File: src/rtl/data_mem_ctrl_pkg.sv
// Shared definitions for the data-memory controller: size codes, the sign bit,
// FSM state encodings and the size decode helper.
package data_mem_ctrl_pkg;

   localparam logic [2:0] SZ_BYTE  = 3'b001;
   localparam logic [2:0] SZ_HALF  = 3'b011;
   localparam logic [2:0] SZ_WORD  = 3'b111;
   localparam int         SIGN_BIT = 3;

   localparam logic [1:0] ST_IDLE = 2'd0;
   localparam logic [1:0] ST_RD   = 2'd1;
   localparam logic [1:0] ST_WR   = 2'd2;
   localparam logic [1:0] ST_DONE = 2'd3;

   typedef enum logic [1:0] {
      SIZE_B,
      SIZE_H,
      SIZE_W
   } size_e;

   // Any code that is not an explicit byte or half access behaves as a word.
   function automatic size_e decode_size(input logic [2:0] code);
      case (code)
         SZ_BYTE: return SIZE_B;
         SZ_HALF: return SIZE_H;
         default: return SIZE_W;
      endcase
   endfunction

endpackage

File: src/rtl/data_mem_ctrl_if.sv
// CPU MEM-stage port of the data-memory controller; the CPU is the master.
interface data_mem_ctrl_if;

   logic [31:0] addr;
   logic [31:0] write_data;
   logic        memwrite;
   logic        memread;
   logic [3:0]  sign_mask;
   logic [31:0] read_data;
   logic        stall;
   logic        misaligned;

   modport master (
      output addr, write_data, memwrite, memread, sign_mask,
      input  read_data, stall, misaligned
   );

   modport slave (
      input  addr, write_data, memwrite, memread, sign_mask,
      output read_data, stall, misaligned
   );

endinterface

File: src/rtl/data_mem_ctrl_byte_lane_unit.sv
// Combinational lane logic: load extraction with sign/zero extension, and the
// store merge of right-aligned data into the word read back from SRAM.
module data_mem_ctrl_byte_lane_unit
   import data_mem_ctrl_pkg::*;
(
   input  size_e       size_i,
   input  logic        sext_i,
   input  logic [1:0]  lane_i,
   input  logic [31:0] rdata_i,
   input  logic [31:0] wdata_i,
   output logic [31:0] load_o,
   output logic [31:0] merged_o
);

   logic [7:0]  byte_sel;
   logic [15:0] half_sel;

   assign byte_sel = rdata_i[{lane_i, 3'b000} +: 8];
   assign half_sel = rdata_i[{lane_i[1], 4'b0000} +: 16];

   // NOTE: every output gets a default before the case so no path leaves it
   // unassigned, which would otherwise infer a latch.
   always_comb begin
      load_o   = rdata_i;
      merged_o = rdata_i;
      case (size_i)
         SIZE_B: begin
            load_o = {{24{sext_i & byte_sel[7]}}, byte_sel};
            merged_o[{lane_i, 3'b000} +: 8] = wdata_i[7:0];
         end
         SIZE_H: begin
            load_o = {{16{sext_i & half_sel[15]}}, half_sel};
            merged_o[{lane_i[1], 4'b0000} +: 16] = wdata_i[15:0];
         end
         default: begin
            load_o   = rdata_i;
            merged_o = wdata_i;
         end
      endcase
   end

endmodule

File: src/rtl/data_mem_ctrl.sv
// Data-memory controller: CPU MEM-stage port to a 1-cycle-latency word SRAM,
// with read-modify-write stores, extended loads and a pipeline stall.
module data_mem_ctrl
   import data_mem_ctrl_pkg::*;
#(
   parameter int ADDR_WIDTH = 10
) (
   input  logic                  clk,
   input  logic                  reset,
   data_mem_ctrl_if.slave        cpu,
   output logic [ADDR_WIDTH-1:0] sram_addr_o,
   output logic                  sram_ren_o,
   output logic                  sram_wen_o,
   output logic [31:0]           sram_wdata_o,
   input  logic [31:0]           sram_rdata_i
);

   logic [1:0]            state_q, state_d;
   logic [31:0]           read_data_q, read_data_d;
   logic [31:0]           merged_q, merged_d;
   logic                  misaligned_q, misaligned_d;
   logic [ADDR_WIDTH-1:0] waddr_q;
   logic [1:0]            lane_q;
   logic [31:0]           wdata_q;
   size_e                 size_q;
   logic                  sext_q;
   logic                  store_q;

   logic                  req;
   logic                  aligned;
   logic                  go;
   size_e                 size_req;
   logic [31:0]           load_word;
   logic [31:0]           merged_word;

   assign req      = cpu.memread | cpu.memwrite;
   assign size_req = decode_size(cpu.sign_mask[2:0]);

   always_comb begin
      case (size_req)
         SIZE_H:  aligned = ~cpu.addr[0];
         SIZE_W:  aligned = (cpu.addr[1:0] == 2'b00);
         default: aligned = 1'b1;
      endcase
   end

   assign go = (state_q == ST_IDLE) & req & aligned;

   data_mem_ctrl_byte_lane_unit u_lane (
      .size_i   (size_q),
      .sext_i   (sext_q),
      .lane_i   (lane_q),
      .rdata_i  (sram_rdata_i),
      .wdata_i  (wdata_q),
      .load_o   (load_word),
      .merged_o (merged_word)
   );

   always_comb begin
      state_d      = state_q;
      read_data_d  = read_data_q;
      merged_d     = merged_q;
      misaligned_d = 1'b0;
      case (state_q)
         ST_IDLE: begin
            if (go)
               state_d = ST_RD;
            else if (req)
               misaligned_d = 1'b1;
         end
         ST_RD: begin
            if (store_q) begin
               merged_d = merged_word;
               state_d  = ST_WR;
            end else begin
               read_data_d = load_word;
               state_d     = ST_DONE;
            end
         end
         ST_WR:   state_d = ST_DONE;
         default: state_d = ST_IDLE;
      endcase
   end

   // NOTE: state registers use non-blocking assignments so every flop samples
   // the pre-edge values regardless of statement order.
   always_ff @(posedge clk or posedge reset) begin
      if (reset) begin
         state_q      <= ST_IDLE;
         read_data_q  <= '0;
         merged_q     <= '0;
         misaligned_q <= 1'b0;
         waddr_q      <= '0;
         lane_q       <= '0;
         wdata_q      <= '0;
         size_q       <= SIZE_B;
         sext_q       <= 1'b0;
         store_q      <= 1'b0;
      end else begin
         state_q      <= state_d;
         read_data_q  <= read_data_d;
         merged_q     <= merged_d;
         misaligned_q <= misaligned_d;
         if (go) begin
            waddr_q <= cpu.addr[ADDR_WIDTH+1:2];
            lane_q  <= cpu.addr[1:0];
            wdata_q <= cpu.write_data;
            size_q  <= size_req;
            sext_q  <= cpu.sign_mask[SIGN_BIT];
            store_q <= cpu.memwrite;
         end
      end
   end

   // Combinational strobes are gated by reset so an abort takes effect at once.
   assign sram_ren_o   = go & ~reset;
   assign sram_wen_o   = (state_q == ST_WR) & ~reset;
   assign sram_addr_o  = (state_q == ST_IDLE) ? cpu.addr[ADDR_WIDTH+1:2] : waddr_q;
   assign sram_wdata_o = merged_q;

   assign cpu.stall      = ~reset & (go | (state_q == ST_RD) | (state_q == ST_WR));
   assign cpu.read_data  = read_data_q;
   assign cpu.misaligned = misaligned_q;

endmodule

File: src/flat_wrapper.sv
// flat-port wrapper written by rule: the top's interface ports become plain ports
module data_mem_ctrl_flat import data_mem_ctrl_pkg::*;
#(
   parameter int ADDR_WIDTH = 10
)
  (clk, reset, sram_addr_o, sram_ren_o, sram_wen_o, sram_wdata_o, sram_rdata_i, cpu_addr, cpu_write_data, cpu_memwrite, cpu_memread, cpu_sign_mask, cpu_read_data, cpu_stall, cpu_misaligned);
  data_mem_ctrl_if cpu_i ();
  input  logic clk;
  input  logic reset;
  output logic [ADDR_WIDTH-1:0] sram_addr_o;
  output logic sram_ren_o;
  output logic sram_wen_o;
  output logic [31:0] sram_wdata_o;
  input  logic [31:0] sram_rdata_i;
  input wire logic [$bits(cpu_i.addr)-1:0] cpu_addr;
  input wire logic [$bits(cpu_i.write_data)-1:0] cpu_write_data;
  input wire logic [$bits(cpu_i.memwrite)-1:0] cpu_memwrite;
  input wire logic [$bits(cpu_i.memread)-1:0] cpu_memread;
  input wire logic [$bits(cpu_i.sign_mask)-1:0] cpu_sign_mask;
  output wire logic [$bits(cpu_i.read_data)-1:0] cpu_read_data;
  output wire logic [$bits(cpu_i.stall)-1:0] cpu_stall;
  output wire logic [$bits(cpu_i.misaligned)-1:0] cpu_misaligned;
  assign cpu_i.addr = cpu_addr;
  assign cpu_i.write_data = cpu_write_data;
  assign cpu_i.memwrite = cpu_memwrite;
  assign cpu_i.memread = cpu_memread;
  assign cpu_i.sign_mask = cpu_sign_mask;
  assign cpu_read_data = cpu_i.read_data;
  assign cpu_stall = cpu_i.stall;
  assign cpu_misaligned = cpu_i.misaligned;
  data_mem_ctrl #(.ADDR_WIDTH(ADDR_WIDTH)) u_core (.clk(clk), .reset(reset), .cpu(cpu_i), .sram_addr_o(sram_addr_o), .sram_ren_o(sram_ren_o), .sram_wen_o(sram_wen_o), .sram_wdata_o(sram_wdata_o), .sram_rdata_i(sram_rdata_i));
endmodule
File: config.mk
export PLATFORM = sky130hd
export DESIGN_NAME = data_mem_ctrl_flat
export DESIGN_NICKNAME = d
export VERILOG_FILES = /design/src/rtl/data_mem_ctrl_pkg.sv /design/src/rtl/data_mem_ctrl_if.sv /design/src/rtl/data_mem_ctrl_byte_lane_unit.sv /design/src/rtl/data_mem_ctrl.sv /design/src/flat_wrapper.sv
export SDC_FILE = /design/constraint.sdc
export NUM_CORES = 1
export LEC_CHECK = 0
export ABC_AREA = 0
export CAP_MARGIN = 20
export CORE_ASPECT_RATIO = 1.4
export CORE_UTILIZATION = 50
export DETAILED_ROUTE_END_ITERATION = 10
export GPL_ROUTABILITY_DRIVEN = 0
export PLACE_DENSITY = 0.85
export SETUP_SLACK_MARGIN = 0.5
export SLEW_MARGIN = 20
export SYNTH_ARGS = -nofsm -noshare
export SYNTH_HDL_FRONTEND = slang
export SYNTH_SLANG_ARGS = --single-unit
File: constraint.sdc
create_clock -name clk -period 7.8 [get_ports clk]
set_clock_uncertainty 0.2 [all_clocks]
set_input_delay 1.56 -clock clk [delete_from_list [all_inputs] [get_ports clk]]
set_output_delay 1.56 -clock clk [all_outputs]
set_load 0.01 [all_outputs]
==> results.env <==
CRIT_PATH_START_KIND='primary input'
ANTENNA_LEFT=0
SWITCHING_SHARE_PCT=36.9
PORT_BUFFERS=161
NETSWITCHINGPOWER_mW=1.28
CRIT_FANOUT=8
SYNTH.TOP_CELLS.BY_COUNT='115 x sky130_fd_sc_hd__dfrtp_1, 60 x sky130_fd_sc_hd__mux2_2, 52 x sky130_fd_sc_hd__nor2_1'
CTS.HOLD.BUFFERS_ADDED=0
VIAS_PER_CELL=6.32
MAX_CAP_VIOLATIONS=0
CLOCK_LATENCY_PS=410
FIRST_GLOBAL_VIAS=5127
CTS_H_TREE_LVLS=4
NETLIST_AREA_SQ_UM=5800
SYN-INSTANCE-COUNT=522
CTS.REPAIR.RESIZED=0
CRITPATHCAPTURETYPE='primary output'
COMPOUND_GATE_FRACTION_OF_SYNTH_AREA_PCT=20.0
FLOORPLAN.IO_PINS=182
CRITPATHREQUIREDTIME_PS=6040
POST_SYNTH_NUM_CELL_TYPES=49
POWER.IR.VDD_WORST_V=0.000238
CTS_TREE='done'
POST_DRT_WL_PER_CELL_UM=20.9
POST-SYNTH-TOP-AREA-CELL='sky130_fd_sc_hd__dfrtp_1'
SYNTHTOLAYOUTAREAGROWTH_PCT=38.4
GLOBAL_ROUTE.USAGE.TOTAL_PCT=29.8
P_CLK_SHARE_PCT=22.2
FINALWORSTSETUPSLACK_PS=2740
COMBINATIONAL_FAMILY_WITH_THE_MOST_AREA_AFTER_SYNTHESIS='compound AO/OA/AOI/OAI gates'
ROW_COUNT=46
SYNTH-EDFF-COUNT=0
DRT_DRC_VIOLATIONS_LEFT=0
FMAXACHIEVABLE_MHz=198
SYNTH.MOST_COMMON_CELL='sky130_fd_sc_hd__dfrtp_1'
POSTSYNTH.ASYNCRESETSHARE_PCT=100
NUMBER_OF_BUFFERS_CREATED_BY_CTS=17
YS_SEQ_AREA_SHARE_PCT=49.6
GRT_MAX_DEGREE=80
CELLINTERNALPOWER_mW=2.19
POSTCTSSETUPBUFFERS=0
CLOCKROOTBUFFER='sky130_fd_sc_hd__clkbuf_16'
YOSYS_REGISTER_BITS=115
PWR-SHARE-COMB_PCT=42.4
REPORT.FINAL.HOLD_VIOL_COUNT=0
HPWLAFTERDP_MM=12.2
NETS=781
OUTCOME='completed'
GRT_SETUP_UNREPAIRED='no'
YS.WARNINGS.COUNT=0
SYNTH_XOR_AREA_SHARE_PCT=0
DETAILROUTE.VIA_COUNT=5217
NUM-FILL-CELLS=779
HOLD_PATH_CLASS='reg -> reg'
NETLIST_TOP_CELLS_AREA='sky130_fd_sc_hd__dfrtp_1 50%, sky130_fd_sc_hd__mux2_2 12%, sky130_fd_sc_hd__nor2_1 3.4%'
CTS_MAX_PATH_BUFFERS=2
CORE_AREA_SQ_UM=11300
MUXSHAREOFSYNTHAREA_PCT=13.2
DIEHEIGHT_UM=129
NETLIST.AREA_LEADER.SHARE_PCT=49.6
CRITICALPATHCATEGORY='in -> out'
MEAN_INSTANCE_SIZE_IN_THE_SYNTHESIZED_NETLIST_SQ_UM=11.1
SETUP_TNS_PS=0
NUMBER_OF_CLOCK_SINKS_SEEN_BY_CTS=115
FIN_MAX_SLEW_VIOS=0
ANTENNA_FOUND_INITIAL=0
DETAIL_ROUTE.WIRELENGTH_MM=17.2
DP_SLACK_PS=2770
DIE_AREA_SQ_UM=12000
SYNTH-ADDER-AREA-SHARE_PCT=1.94
GLOBALROUTE.TOTALOVERFLOW=0
GLOBAL_ROUTE_WIRE_LENGTH_BEFORE_REPAIR_MM=27.1
CP_DATA_ARRIVAL_TIME_PS=3300
FINALCRITICALPERIOD_PS=5060
POWER.LEAKAGE_nW=3.25
CLKTRANSATPATHREGS_PS=50
SYN_NETS=635
DR.PASS1.ITERS=5
SETUP_VIOL=0
SYNTH_SIMPLE_GATE_AREA_SHARE_PCT=10.9
POWER.SEQUENTIAL.FRACTION_PCT=35.4
FP.DIEW_UM=93.0
FLOORPLAN.INITIALDENSITY_PCT=51.1
DRIVE_GT1_SHARE_PCT=17.0
CELL_PWR_DENSITY_nW_PER_UM2=432
WORST_SLEW_PIN_SLEW_PS=1010
ANTENNA_CELLS=0
CRIT_SHARE_POST_ROUTE_PCT=64.9
SLEW-LIMIT-HEADROOM_PCT=32.7
DOMINANTREGCELLSYNTH='sky130_fd_sc_hd__dfrtp_1'
FIRST_ITER_VIOLATIONS=609
-- final timing paths --
path | from | slack [ps] | to | cells after the start
max | cpu_addr[0] | 2740 | cpu_stall | 6
max in group asynchronous | reset | 4580 | u_core.size_q[1] | 3
max reg2reg | u_core.state_q[0] | 4960 | u_core.wdata_q[0] | 6
min reg2reg | u_core.cpu.read_data[20] | 290 | u_core.cpu.read_data[20] | 2
min in group asynchronous | reset | 1380 | u_core.waddr_q[1] | 2
min | u_core.cpu.read_data[20] | 290 | u_core.cpu.read_data[20] | 2
-- area by class of cell --
type	count	area, sq um	area share, %
Clock buffer	24	502	6.25
Timing Repair Buffer	166	1660	20.6
Tap cell	144	180	2.24
Sequential cell	115	2880	35.9
Multi-Input combinational cell	358	2670	33.2
Clock inverter	8	98.8	1.23
Inverter	10	40.0	0.499
-- registers in the layout, summed over array words and instances (netlist names) --
register	cells
u_core.size_q	2
u_core.lane_q	2
u_core.waddr_q	10
u_core.sram_wdata_o	32
u_core.store_q	1
u_core.wdata_q	32
u_core.cpu.misaligned	1
u_core.cpu.read_data	32
u_core.sext_q	1
u_core.state_q	2
-- worst max-delay path, cell delays in order --
cell and delay, ps:
sky130_fd_sc_hd__clkdlybuf4s50_1 510, sky130_fd_sc_hd__nand2_1 100, sky130_fd_sc_hd__a31oi_4 320, sky130_fd_sc_hd__nor2_4 70, sky130_fd_sc_hd__o31a_1 260, sky130_fd_sc_hd__clkdlybuf4s50_1 480
-- routing by layer --
layer | up-vias | wire length [um] | share of wire [%] | track usage (%)
met2 | 375 | 8700 | 50 | 50.5
met3 | 81 | 1560 | 9.0 | 7.86
li1 | 2243 | - | - | -
met4 | 0 | 871 | 5.1 | 16.7
met5 | - | 0 | 0 | 0
met1 | 2518 | 6110 | 35 | 34.2
-- per-stage QoR --
step | total power [mW] | cell area (sq um) | util [%] | std cells | hold slack [ps]
floorplan | 2.00 | 5800 | - | 522 | 254
global placement | 2.59 | 7410 | 65.3 | 792 | 264
detailed placement | 2.66 | 7410 | 65.3 | 792 | 282
CTS | 3.45 | 8010 | 70.6 | 824 | 294
global route | 3.65 | 8030 | 70.8 | 825 | 311
finish | 3.47 | 8030 | 70.8 | 825 | 290
-- power groups by stage --
stage                     registers [mW]  logic (mW)  clock network (mW)
after floorplan                     1.13       0.868                   0
final                               1.23        1.47               0.771
after CTS                           1.21        1.46               0.775
after detailed placement            1.22        1.44                   0
after global routing                1.25        1.58               0.810
after global placement              1.20        1.39                   0
-- cell usage in the layout, fill, tap and decap left out, types with 3 or more instances in the layout --
cell	instances
sky130_fd_sc_hd__a31oi_1	7
sky130_fd_sc_hd__nand3_1	14
sky130_fd_sc_hd__mux2_1	6
sky130_fd_sc_hd__nor2b_1	5
sky130_fd_sc_hd__and2_1	10
sky130_fd_sc_hd__ha_1	9
sky130_fd_sc_hd__buf_4	4
sky130_fd_sc_hd__a221oi_1	22
sky130_fd_sc_hd__a221oi_2	7
sky130_fd_sc_hd__a32oi_1	13
sky130_fd_sc_hd__nor2_1	52
sky130_fd_sc_hd__a22oi_1	7
sky130_fd_sc_hd__dfrtp_1	114
sky130_fd_sc_hd__a21oi_1	21
sky130_fd_sc_hd__clkbuf_16	17
sky130_fd_sc_hd__clkdlybuf4s50_1	161
sky130_fd_sc_hd__mux2_2	60
sky130_fd_sc_hd__o21ai_1	11
sky130_fd_sc_hd__a221o_1	17
sky130_fd_sc_hd__nand2_1	33
sky130_fd_sc_hd__nor3_1	3
sky130_fd_sc_hd__clkbuf_8	5
sky130_fd_sc_hd__clkinv_2	3
sky130_fd_sc_hd__o21ai_0	29
sky130_fd_sc_hd__inv_1	9
-- logic make-up after synthesis --
kind of cell | Yosys count
AO/OA/AOI/OAI | 149
AND/OR/NAND/NOR | 132
flip-flops | 115
multiplexers | 68
buffers and inverters | 49
adder cells (fa/ha/maj) | 9
No activity file was read; power rests on OpenSTA's default activity.
